<file path="src/rtl/bm_input_controller_if.sv">
// Button-to-movement bundle between the board button pins and the game logic.
// The master side drives raw buttons and gameover and reads the movement
// controls. The slave side is the input controller.
interface bm_input_controller_if;
    logic       btn_u;
    logic       btn_r;
    logic       btn_d;
    logic       btn_l;
    logic       btn_bomb;
    logic       gameover;
    logic       U;
    logic       R;
    logic       D;
    logic       L;
    logic [1:0] current_dir;
    logic       bomb_req;

    modport master (
        output btn_u, btn_r, btn_d, btn_l, btn_bomb, gameover,
        input  U, R, D, L, current_dir, bomb_req
    );

    modport slave (
        input  btn_u, btn_r, btn_d, btn_l, btn_bomb, gameover,
        output U, R, D, L, current_dir, bomb_req
    );
endinterface

</file>
<file path="src/rtl/bm_input_controller.sv">
// Push-button front end for the bomberman block.
// Each raw button is passed through a 2-flop synchroniser and a counter
// debouncer. A two-state FSM then tracks the most recently pressed held
// direction and produces registered one-hot move requests plus current_dir.
// A press of the bomb button produces a single-cycle bomb_req.
// gameover freezes direction state and silences the outputs, while the
// debouncers keep tracking the buttons.
module bm_input_controller #(
    parameter int DB_CNT = 1000000
) (
    input logic                  clk,
    input logic                  reset,
    bm_input_controller_if.slave bus
);

    localparam int NB    = 5;
    localparam int CNT_W = (DB_CNT > 1) ? $clog2(DB_CNT) : 1;
    localparam logic [CNT_W-1:0] CNT_LAST = CNT_W'(DB_CNT - 1);

    typedef enum logic {
        IDLE = 1'b0,
        HOLD = 1'b1
    } state_t;

    // Bit order: 0=up, 1=right, 2=down, 3=left, 4=bomb. Direction bits 0..3
    // match the current_dir encoding and the U > R > D > L priority.
    logic [NB-1:0] btn_raw;
    logic [NB-1:0] db;
    logic [NB-1:0] rise;

    assign btn_raw = {bus.btn_bomb, bus.btn_l, bus.btn_d, bus.btn_r, bus.btn_u};

    genvar gi;
    generate
        for (gi = 0; gi < NB; gi = gi + 1) begin : g_btn
            logic             sync1_reg;
            logic             sync2_reg;
            logic             db_reg;
            logic             db_d_reg;
            logic [CNT_W-1:0] cnt_reg;

            // Synchronise, then accept a new level only after it has
            // disagreed with the stable level for DB_CNT consecutive cycles.
            always_ff @(posedge clk) begin
                if (!reset) begin
                    sync1_reg <= 1'b0;
                    sync2_reg <= 1'b0;
                    db_reg    <= 1'b0;
                    db_d_reg  <= 1'b0;
                    cnt_reg   <= '0;
                end else begin
                    sync1_reg <= btn_raw[gi];
                    sync2_reg <= sync1_reg;
                    db_d_reg  <= db_reg;
                    if (sync2_reg == db_reg) begin
                        cnt_reg <= '0;
                    end else if (cnt_reg == CNT_LAST) begin
                        db_reg  <= ~db_reg;
                        cnt_reg <= '0;
                    end else begin
                        cnt_reg <= cnt_reg + 1'b1;
                    end
                end
            end

            assign db[gi]   = db_reg;
            assign rise[gi] = db_reg & ~db_d_reg;
        end
    endgenerate

    state_t     state_reg;
    state_t     state_next;
    logic [1:0] dir_reg;
    logic [1:0] dir_next;
    logic [3:0] move_reg;
    logic       bomb_req_reg;
    logic       rise_any;
    logic       held_any;
    logic [1:0] rise_sel;
    logic [1:0] held_sel;

    // Priority pick (lowest index wins) among rising and among held directions,
    // then the next direction state.
    always_comb begin
        rise_any   = |rise[3:0];
        held_any   = |db[3:0];
        rise_sel   = 2'd0;
        held_sel   = 2'd0;
        state_next = state_reg;
        dir_next   = dir_reg;
        for (int i = 3; i >= 0; i--) begin
            if (rise[i]) rise_sel = 2'(i);
            if (db[i])   held_sel = 2'(i);
        end
        if (state_reg == IDLE) begin
            if (rise_any) begin
                state_next = HOLD;
                dir_next   = rise_sel;
            end
        end else begin
            if (!held_any) begin
                state_next = IDLE;
            end else if (rise_any) begin
                // The held direction cannot rise, so rise_sel is a new one.
                dir_next = rise_sel;
            end else if (!db[dir_reg]) begin
                dir_next = held_sel;
            end
        end
    end

    // Direction FSM with registered move outputs and bomb pulse.
    always_ff @(posedge clk) begin
        if (!reset) begin
            state_reg    <= IDLE;
            dir_reg      <= 2'b10;
            move_reg     <= 4'b0000;
            bomb_req_reg <= 1'b0;
        end else begin
            bomb_req_reg <= rise[4] & ~bus.gameover;
            if (bus.gameover) begin
                move_reg <= 4'b0000;
            end else begin
                state_reg <= state_next;
                dir_reg   <= dir_next;
                move_reg  <= (state_next == HOLD) ? (4'b0001 << dir_next) : 4'b0000;
            end
        end
    end

    assign bus.U           = move_reg[0];
    assign bus.R           = move_reg[1];
    assign bus.D           = move_reg[2];
    assign bus.L           = move_reg[3];
    assign bus.current_dir = dir_reg;
    assign bus.bomb_req    = bomb_req_reg;

endmodule

</file>
<file path="src/flat_wrapper.sv">
// flat-port wrapper written by rule: the top's interface ports become plain ports
module bm_input_controller_flat 
#(
    parameter int DB_CNT = 1000000
)
  (clk, reset, bus_btn_u, bus_btn_r, bus_btn_d, bus_btn_l, bus_btn_bomb, bus_gameover, bus_U, bus_R, bus_D, bus_L, bus_current_dir, bus_bomb_req);
  bm_input_controller_if bus_i ();
  input logic clk;
  input logic reset;
  input wire logic [$bits(bus_i.btn_u)-1:0] bus_btn_u;
  input wire logic [$bits(bus_i.btn_r)-1:0] bus_btn_r;
  input wire logic [$bits(bus_i.btn_d)-1:0] bus_btn_d;
  input wire logic [$bits(bus_i.btn_l)-1:0] bus_btn_l;
  input wire logic [$bits(bus_i.btn_bomb)-1:0] bus_btn_bomb;
  input wire logic [$bits(bus_i.gameover)-1:0] bus_gameover;
  output wire logic [$bits(bus_i.U)-1:0] bus_U;
  output wire logic [$bits(bus_i.R)-1:0] bus_R;
  output wire logic [$bits(bus_i.D)-1:0] bus_D;
  output wire logic [$bits(bus_i.L)-1:0] bus_L;
  output wire logic [$bits(bus_i.current_dir)-1:0] bus_current_dir;
  output wire logic [$bits(bus_i.bomb_req)-1:0] bus_bomb_req;
  assign bus_i.btn_u = bus_btn_u;
  assign bus_i.btn_r = bus_btn_r;
  assign bus_i.btn_d = bus_btn_d;
  assign bus_i.btn_l = bus_btn_l;
  assign bus_i.btn_bomb = bus_btn_bomb;
  assign bus_i.gameover = bus_gameover;
  assign bus_U = bus_i.U;
  assign bus_R = bus_i.R;
  assign bus_D = bus_i.D;
  assign bus_L = bus_i.L;
  assign bus_current_dir = bus_i.current_dir;
  assign bus_bomb_req = bus_i.bomb_req;
  bm_input_controller #(.DB_CNT(DB_CNT)) u_core (.clk(clk), .reset(reset), .bus(bus_i));
endmodule
</file>
<file path="config.mk">
export PLATFORM = sky130hd
export DESIGN_NAME = bm_input_controller_flat
export DESIGN_NICKNAME = d
export VERILOG_FILES = /design/src/rtl/bm_input_controller_if.sv /design/src/rtl/bm_input_controller.sv /design/src/flat_wrapper.sv
export SDC_FILE = /design/constraint.sdc
export NUM_CORES = 1
export LEC_CHECK = 0
export ABC_AREA = 1
export CORE_ASPECT_RATIO = 1.4
export CORE_MARGIN = 2
export CORE_UTILIZATION = 50
export CTS_CLUSTER_DIAMETER = 120
export DETAILED_ROUTE_END_ITERATION = 8
export GPL_ROUTABILITY_DRIVEN = 1
export PLACE_DENSITY = 0.64
export SLEW_MARGIN = 20
export SYNTH_ARGS = -nofsm -noshare
export SYNTH_HDL_FRONTEND = slang
export SYNTH_SLANG_ARGS = --single-unit
</file>
<file path="constraint.sdc">
create_clock -name clk -period 2.2 [get_ports clk]
set_input_delay 0.66 -clock clk [delete_from_list [all_inputs] [get_ports clk]]
set_output_delay 0.66 -clock clk [all_outputs]
set_load 0.02 [all_outputs]
</file>
Word-level counts from Yosys, hierarchy flattened
Cells that the tools add are included.
Cells by class
  $add $sub $neg: 5
  $mul: 0
  div/mod/pow operators: 0
  $lt $le $gt $ge: 1
  equal/unequal tests: 10
  shift operators: 1
  mux-type cells: 18
  bitwise logic cells: 24
  reduce and logical (&&, ||, !) cells: 13
Operator list (count)
  $add A20 B1 Y20 const B: 5
  $eq A20 B20 Y1 const B: 5
  $mux W2: 13
  $not A1 Y1: 18
  $reduce_or A3 Y1: 6
  $reduce_and A2 Y1: 5
  $reduce_or A4 Y1: 2
  $and A1 B1 Y1: 6
  $eq A1 B1 Y1: 5
  $lt A2 B4 Y1 const B: 1
  $mux W1: 4
  $shl A1 B2 Y4 const A: 1
  $bmux W1 S2: 1
Storage, ports and cells
  bits in registers: 128
  bits in latches: 0
  RAM bits: 0
  memory bits (read-only): 0
  output and inout bits: 7
  logic and storage cells: 101
  memories kept: 0

Depth between registers and ports, before layout
Gate-level depths: netlist of the first run.
  depth after elaboration: 10
  depth in mapped cells: 10
  gate-level depth less buffers: 10

Worst setup path before layout of the first run
OpenSTA, ideal clock, no wires.
  kind: input-to-reg
  start point: input reset
  end point: register u_core.g_btn[3].cnt_reg[19]
  library setup time: 0.070 ns
  arrival time: 1.493 ns
  data required time: 2.130 ns
  path slack: 0.637 ns
  stages on the path: 6
  path buffers: 2
  cells stage by stage: buf_2 o21ai_0 a21oi_1 nand2_4 buf_6 a21oi_1
On the way
  longest elaborated chain between the ends: 2
RTL lines
  from (decl): RTL line flat_wrapper.sv:9  | input logic reset;
  $not A1 Y1 (no line)
  $reduce_or A3 Y1 (no line)
  to (signal assigned): RTL line bm_input_controller.sv:61  | cnt_reg <= cnt_reg + 1'b1;
  to (decl): RTL line bm_input_controller.sv:40  | logic [CNT_W-1:0] cnt_reg;
Every way passes these cells.
A chain may end at the register's enable or synchronous reset.

Final worst setup path of the first run
  start point: register u_core.dir_reg[0] (netlist: u_core.bus.current_dir[0])
  end point: output bus_current_dir[0]
RTL lines
  from (decl): RTL line bm_input_controller.sv:73  | logic [1:0] dir_reg;
  from (signal assigned): RTL line bm_input_controller.sv:125  | dir_reg <= dir_next;
  to (decl): RTL line flat_wrapper.sv:20  | output wire logic [$bits(bus_i.current_dir)-1:0] bus_current_dir;
No word-level cell between the ends.

==> impl_metrics.csv, run 1 <==
group,metric,value,unit
outcome,outcome,"finished clean",
clock_tree,numCtsBuffers,17,
critical_path,slowest_delay,0.64,ns
timing,max_slew_margin,71.3,%
placement,dp_cells,1033,
clock_tree,clkTransAtPathRegs,0.06,ns
cells_and_area,multi_input_area,3100,um^2
critical_path,critPathKind,"reg2out",
timing,skew,0.0112,ns
global_routing,grt_max_degree,25,
placement,place_ws,-0.0450,ns
timing,setup_tns,0,ns
global_routing,antenna_found_initial,0,
clock_tree,clk_latency,0.40,ns
cells_and_area,drive_gt1_share,9.04,%
cells_and_area,seqCellArea,2560,um^2
cells_and_area,layout_commonest_cell,"nand2_1",
critical_path,cp_slowest_cell,"clkdlybuf4s50_1",
cells_and_area,layout_common_cells,"nand2_1, nor2_1, dfxtp_1",
floorplanning,start_util,51.5,%
cells_and_area,fin_nets,918,
cells_and_area,syn_to_final_growth,14.8,%
route,vias,5418,
critical_path,worst-path-max-fanout,6,
global_routing,globalRouteOverflowTotal,0,
cells_and_area,largest_reg_flops,100,
clock_tree,cts_hold_buf,0,
yosys,synth_top_area_cell,"dfxtp_1",
critical_path,path_cells,"clkdlybuf4s50_1",
global_routing,grt_pass1_wl,21700,um
yosys,yosysTopAreaCellShare,41.7,%
route,via_per_inst,5.09,
global_routing,track_usage,19.6,%
hold_path,hp-class,"reg2reg",
route,antenna_left,0,
timing,rsz0062_at_grt,"false",
route,wl_per_cell,11.5,um
clock_tree,cts_max_path_buffers,2,
yosys,synth_warnings,0,
timing,timing.hold.ws,0.409,ns
clock_tree,cts_setup_buffers,0,
clock_tree,cts-root-buf,"clkbuf_16",
critical_path,crit_family,"buffers and inverters",
clock_tree,h-tree-depth,4,
power_and_ir_drop,p_leak,0.00247,uW
route,drcViolationCount,0,
critical_path,critPathRequiredTime,1.54,ns
placement,hpwl,9060,um
floorplanning,rows,47,
yosys,syn_area,6150,um^2
yosys,synth.ff_latch_count,128,
timing,clock.fmax,0.467,GHz
floorplanning,fp.coreArea,11900,um^2
timing,worst_slew_pin_slew,0.427,ns
yosys,ys_top_cells_by_area,"dfxtp_1, nand2_1, nor2_1",
timing,hold_viol,0,
route,first_pass_iters,5,
route,wirelength,12300,um
timing,fin_crit_sh,97.4,%
critical_path,critPathLaunchType,"flop",
global_routing,grt_pass1_vias,5278,
run,drv_cap,0,
yosys,avgSynthCellArea,7.00,um^2
yosys,synth_fp_nets,891,
yosys,synth_cell_types,34,
critical_path,path_buf_inv,1,
critical_path,arrival,1.48,ns
power_and_ir_drop,vdd_drop_max,0.000402,V
power_and_ir_drop,power,5250,uW
floorplanning,ios,15,
timing,final.min_clock_period,2.14,ns
cells_and_area,antenna_cells_inserted,0,
clock_tree,cts_tree,"built",
route,drt_iter0_markers,237,
timing,report.final.slew_viol_count,0,
clock_tree,cts.sinks,128,
cells_and_area,fillers,1180,
floorplanning,die_x,97.7,um
placement,gp_congestion,0.846,
yosys,synth_seq_area_share,41.7,%
yosys,netlist_instances,878,
critical_path,critPathCaptureType,"output port",
floorplanning,die_h,135,um
timing,timing.final.ws_setup,0.0572,ns
floorplanning,dieArea,13200,um^2
timing,setup_viol,0,
cells_and_area,instances_no_fill,1065,
placement,port_buffers,14,
power_and_ir_drop,powerDensity,743,nW/um^2
-- cells in the mapped netlist (all sizes together) --
cell	instances
a21oi	55
inv	109
ha	5
a31oi	3
nand2	201
dfxtp	128
xnor2	9
clkbuf	4
o21ai	19
or2	10
buf	8
nand3b	10
nand3	54
nor3	44
nand4	31
nor3b	3
or3	1
xor2	22
nor4	1
nor2	161
-- report_power, final --
| part | switching, uW | internal, uW | leakage [uW] |
|---|---|---|---|
| clock network | 1030 | 1810 | 0.000288 |
| logic | 40.9 | 30.5 | 0.00115 |
| registers | 9.27 | 2330 | 0.00103 |
| total | 1080 | 4170 | 0.00247 |
-- area by class of cell --
cell class / instances / share of cell area, %
clock inverter: 14 / 2.36
inverter: 109 / 5.80
timing repair buffer: 20 / 2.84
sequential: 128 / 36.3
tap: 147 / 2.61
multi-input combinational: 629 / 43.9
clock buffer: 18 / 6.22
-- final timing paths --
check / from / end / slack (ns) / depth (start not counted)
setup / recovery: u_core.bus.current_dir[0] / bus_current_dir[0] / 0.06 / 1
hold / removal: u_core.g_btn[3].sync1_reg / u_core.g_btn[3].sync2_reg / 0.41 / 2
setup reg to reg: u_core.g_btn[4].cnt_reg[0] / u_core.g_btn[4].cnt_reg[15] / 0.34 / 7
hold reg to reg: u_core.g_btn[3].sync1_reg / u_core.g_btn[3].sync2_reg / 0.41 / 2
-- cells by family after synthesis --
| logic type | count (synthesis) | synth area share, % |
|---|---|---|
| xor gates and xnor gates | 31 | 4.42 |
| buffers and inverters | 121 | 7.98 |
| DFF | 128 | 41.7 |
| and+or+nand+nor | 516 | 38.6 |
| adders and majority gates | 5 | 1.02 |
| AOI/OAI and AO/OA | 77 | 6.33 |
-- layer usage --
metal | up-vias | global-route usage, % | wire, um
met4 | 0 | 7.64 | 143
met5 | - | 0 | 0
met1 | 2476 | 20.9 | 5290
met2 | 63 | 37.5 | 6570
li1 | 2867 | - | -
met3 | 12 | 4.02 | 258
-- metrics by stage --
| stage | util (%) | instance area (um^2) |
|---|---|---|
| 4_1_cts | 59.1 | 7050 |
| 5_1_grt | 59.1 | 7060 |
| 2_1_floorplan | - | 6150 |
| 6_report | 59.1 | 7060 |
| 3_3_place_gp | 54.0 | 6450 |
| 3_5_place_dp | 54.0 | 6450 |
-- repair_timing --
item                       CTS  global route
hold endpoints to repair     0             0
setup endpoints to repair    0             1
resized for setup            0             1
(Power assumes the default switching activity.)
==> run 2: changes to the inputs <==
- CTS_BUF_LIST: not set -> sky130_fd_sc_hd__clkbuf_8
==> impl_metrics.csv, run 2 (synthesized netlist as in run 1, its figures left out) <==
group,metric,value,unit
outcome,outcome,"finished clean",
critical_path,critPathKind,"reg2out",
critical_path,critPathLaunchType,"flop",
cells_and_area,largest_reg_flops,100,
critical_path,worst-path-max-fanout,1,
clock_tree,clk_latency,0.43,ns
route,via_per_inst,5.08,
floorplanning,fp.coreArea,11900,um^2
critical_path,r2r_slack,0.36,ns
timing,worst_slew_pin_slew,0.430,ns
hold_path,hp-class,"reg2reg",
clock_tree,cts_max_path_buffers,2,
global_routing,grt_max_degree,25,
placement,port_buffers,14,
timing,clock.fmax,0.498,GHz
clock_tree,cts-root-buf,"clkbuf_8",
clock_tree,cts_setup_buffers,0,
global_routing,grt_pass1_wl,21400,um
critical_path,rr_endpoint,"u_core.g_btn[4].cnt_reg[15]",
global_routing,antenna_found_initial,0,
timing,timing.hold.ws,0.413,ns
route,drt_iter0_markers,252,
critical_path,path_buf_inv,1,
power_and_ir_drop,p_leak,0.00240,uW
cells_and_area,fin_nets,918,
cells_and_area,layout_common_cells,"nand2_1, nor2_1, dfxtp_1",
clock_tree,cts.sinks,128,
cells_and_area,drive_gt1_share,9.04,%
floorplanning,rows,47,
route,wirelength,12100,um
timing,rsz0062_at_grt,"false",
floorplanning,dieArea,13200,um^2
floorplanning,ios,15,
power_and_ir_drop,power,4490,uW
floorplanning,die_h,135,um
timing,skew,0.0136,ns
timing,hold_viol,0,
cells_and_area,antenna_cells_inserted,0,
global_routing,track_usage,19.4,%
run,drv_cap,0,
route,first_pass_iters,4,
critical_path,critPathRequiredTime,1.54,ns
critical_path,path_cells,"clkdlybuf4s50_1",
cells_and_area,syn_to_final_growth,11.6,%
hold_path,hold_end,"u_core.g_btn[3].sync2_reg",
clock_tree,h-tree-depth,4,
hold_path,hold_path_depth,2,
cells_and_area,layout_commonest_cell,"nand2_1",
global_routing,grt_pass1_vias,5223,
clock_tree,cts_tree,"built",
timing,final.min_clock_period,2.01,ns
timing,fin_crit_sh,91.3,%
critical_path,reg2reg_from,"u_core.g_btn[4].cnt_reg[0]",
timing,setup_viol,0,
route,antenna_left,0,
route,wl_per_cell,11.4,um
critical_path,slowest_delay,0.60,ns
route,drcViolationCount,0,
floorplanning,start_util,51.5,%
critical_path,crit_family,"buffers and inverters",
clock_tree,numCtsBuffers,17,
critical_path,cp_slowest_cell,"clkdlybuf4s50_1",
placement,hpwl,9060,um
power_and_ir_drop,powerDensity,654,nW/um^2
power_and_ir_drop,vdd_drop_max,0.000313,V
route,vias,5410,
clock_tree,cts_hold_buf,0,
hold_path,worstHoldStart,"u_core.g_btn[3].sync1_reg",
placement,gp_congestion,0.846,
floorplanning,die_x,97.7,um
critical_path,critPathCaptureType,"output port",
global_routing,globalRouteOverflowTotal,0,
timing,max_slew_margin,71.1,%
critical_path,reg2regPathDepth,7,
timing,report.final.slew_viol_count,0,
critical_path,arrival,1.35,ns
clock_tree,clkTransAtPathRegs,0.07,ns
## run 2: timing repair
| item | CTS | global route |
|---|---|---|
| pin swaps | 0 | 0 |
| setup endpoints to repair | 1 | 1 |
| gates resized for setup | 1 | 1 |
## run 2: final cells by class
type	instances	area, um^2
fillers	1214	5070
repair buffers	20	199
inverters	109	409
clock buffers	18	248
clock inverters	14	166
multi-input cells	629	3100
well taps	147	184
flip-flops and latches	128	2560
## run 2: metrics by stage
step	setup TNS [ns]	setup WS [ns]	util, %	cell area [um^2]	cells
floorplan	0	0.637	-	6150	878
global placement	0	0.00639	54.0	6450	1033
detailed placement	-0.120	-0.0450	54.0	6450	1033
CTS	0	0.00381	57.5	6860	1065
global route	0	0.129	57.5	6860	1065
finish	0	0.192	57.5	6860	1065
## run 2: power by group
group	internal, uW	total (uW)	switching, uW
Combinational	29.9	70.2	40.3
Clock	1140	2080	935
Sequential	2330	2340	9.04
## run 2: worst max-delay path by stage
stage                               from                           to  slack [ns]  cells after the start
3_5_place_dp                       reset  u_core.g_btn[3].cnt_reg[18]       -0.04                      6
2_1_floorplan                      reset  u_core.g_btn[3].cnt_reg[19]        0.64                      6
4_1_cts        u_core.bus.current_dir[0]           bus_current_dir[0]       0.004                      1
5_1_grt              u_core.bus.bomb_req                 bus_bomb_req        0.13                      1
3_3_place_gp                       reset  u_core.g_btn[3].cnt_reg[17]       0.006                      6
6_report             u_core.bus.bomb_req                 bus_bomb_req        0.19                      1
## run 2: metal layers
layer / GRT usage (%) / vias up / share of wire (%)
met5: 0 / - / 0
met4: 6.94 / 0 / 1.7
met3: 4.80 / 19 / 2.5
met2: 36.7 / 54 / 53
met1: 20.8 / 2472 / 43
li1: - / 2865 / -
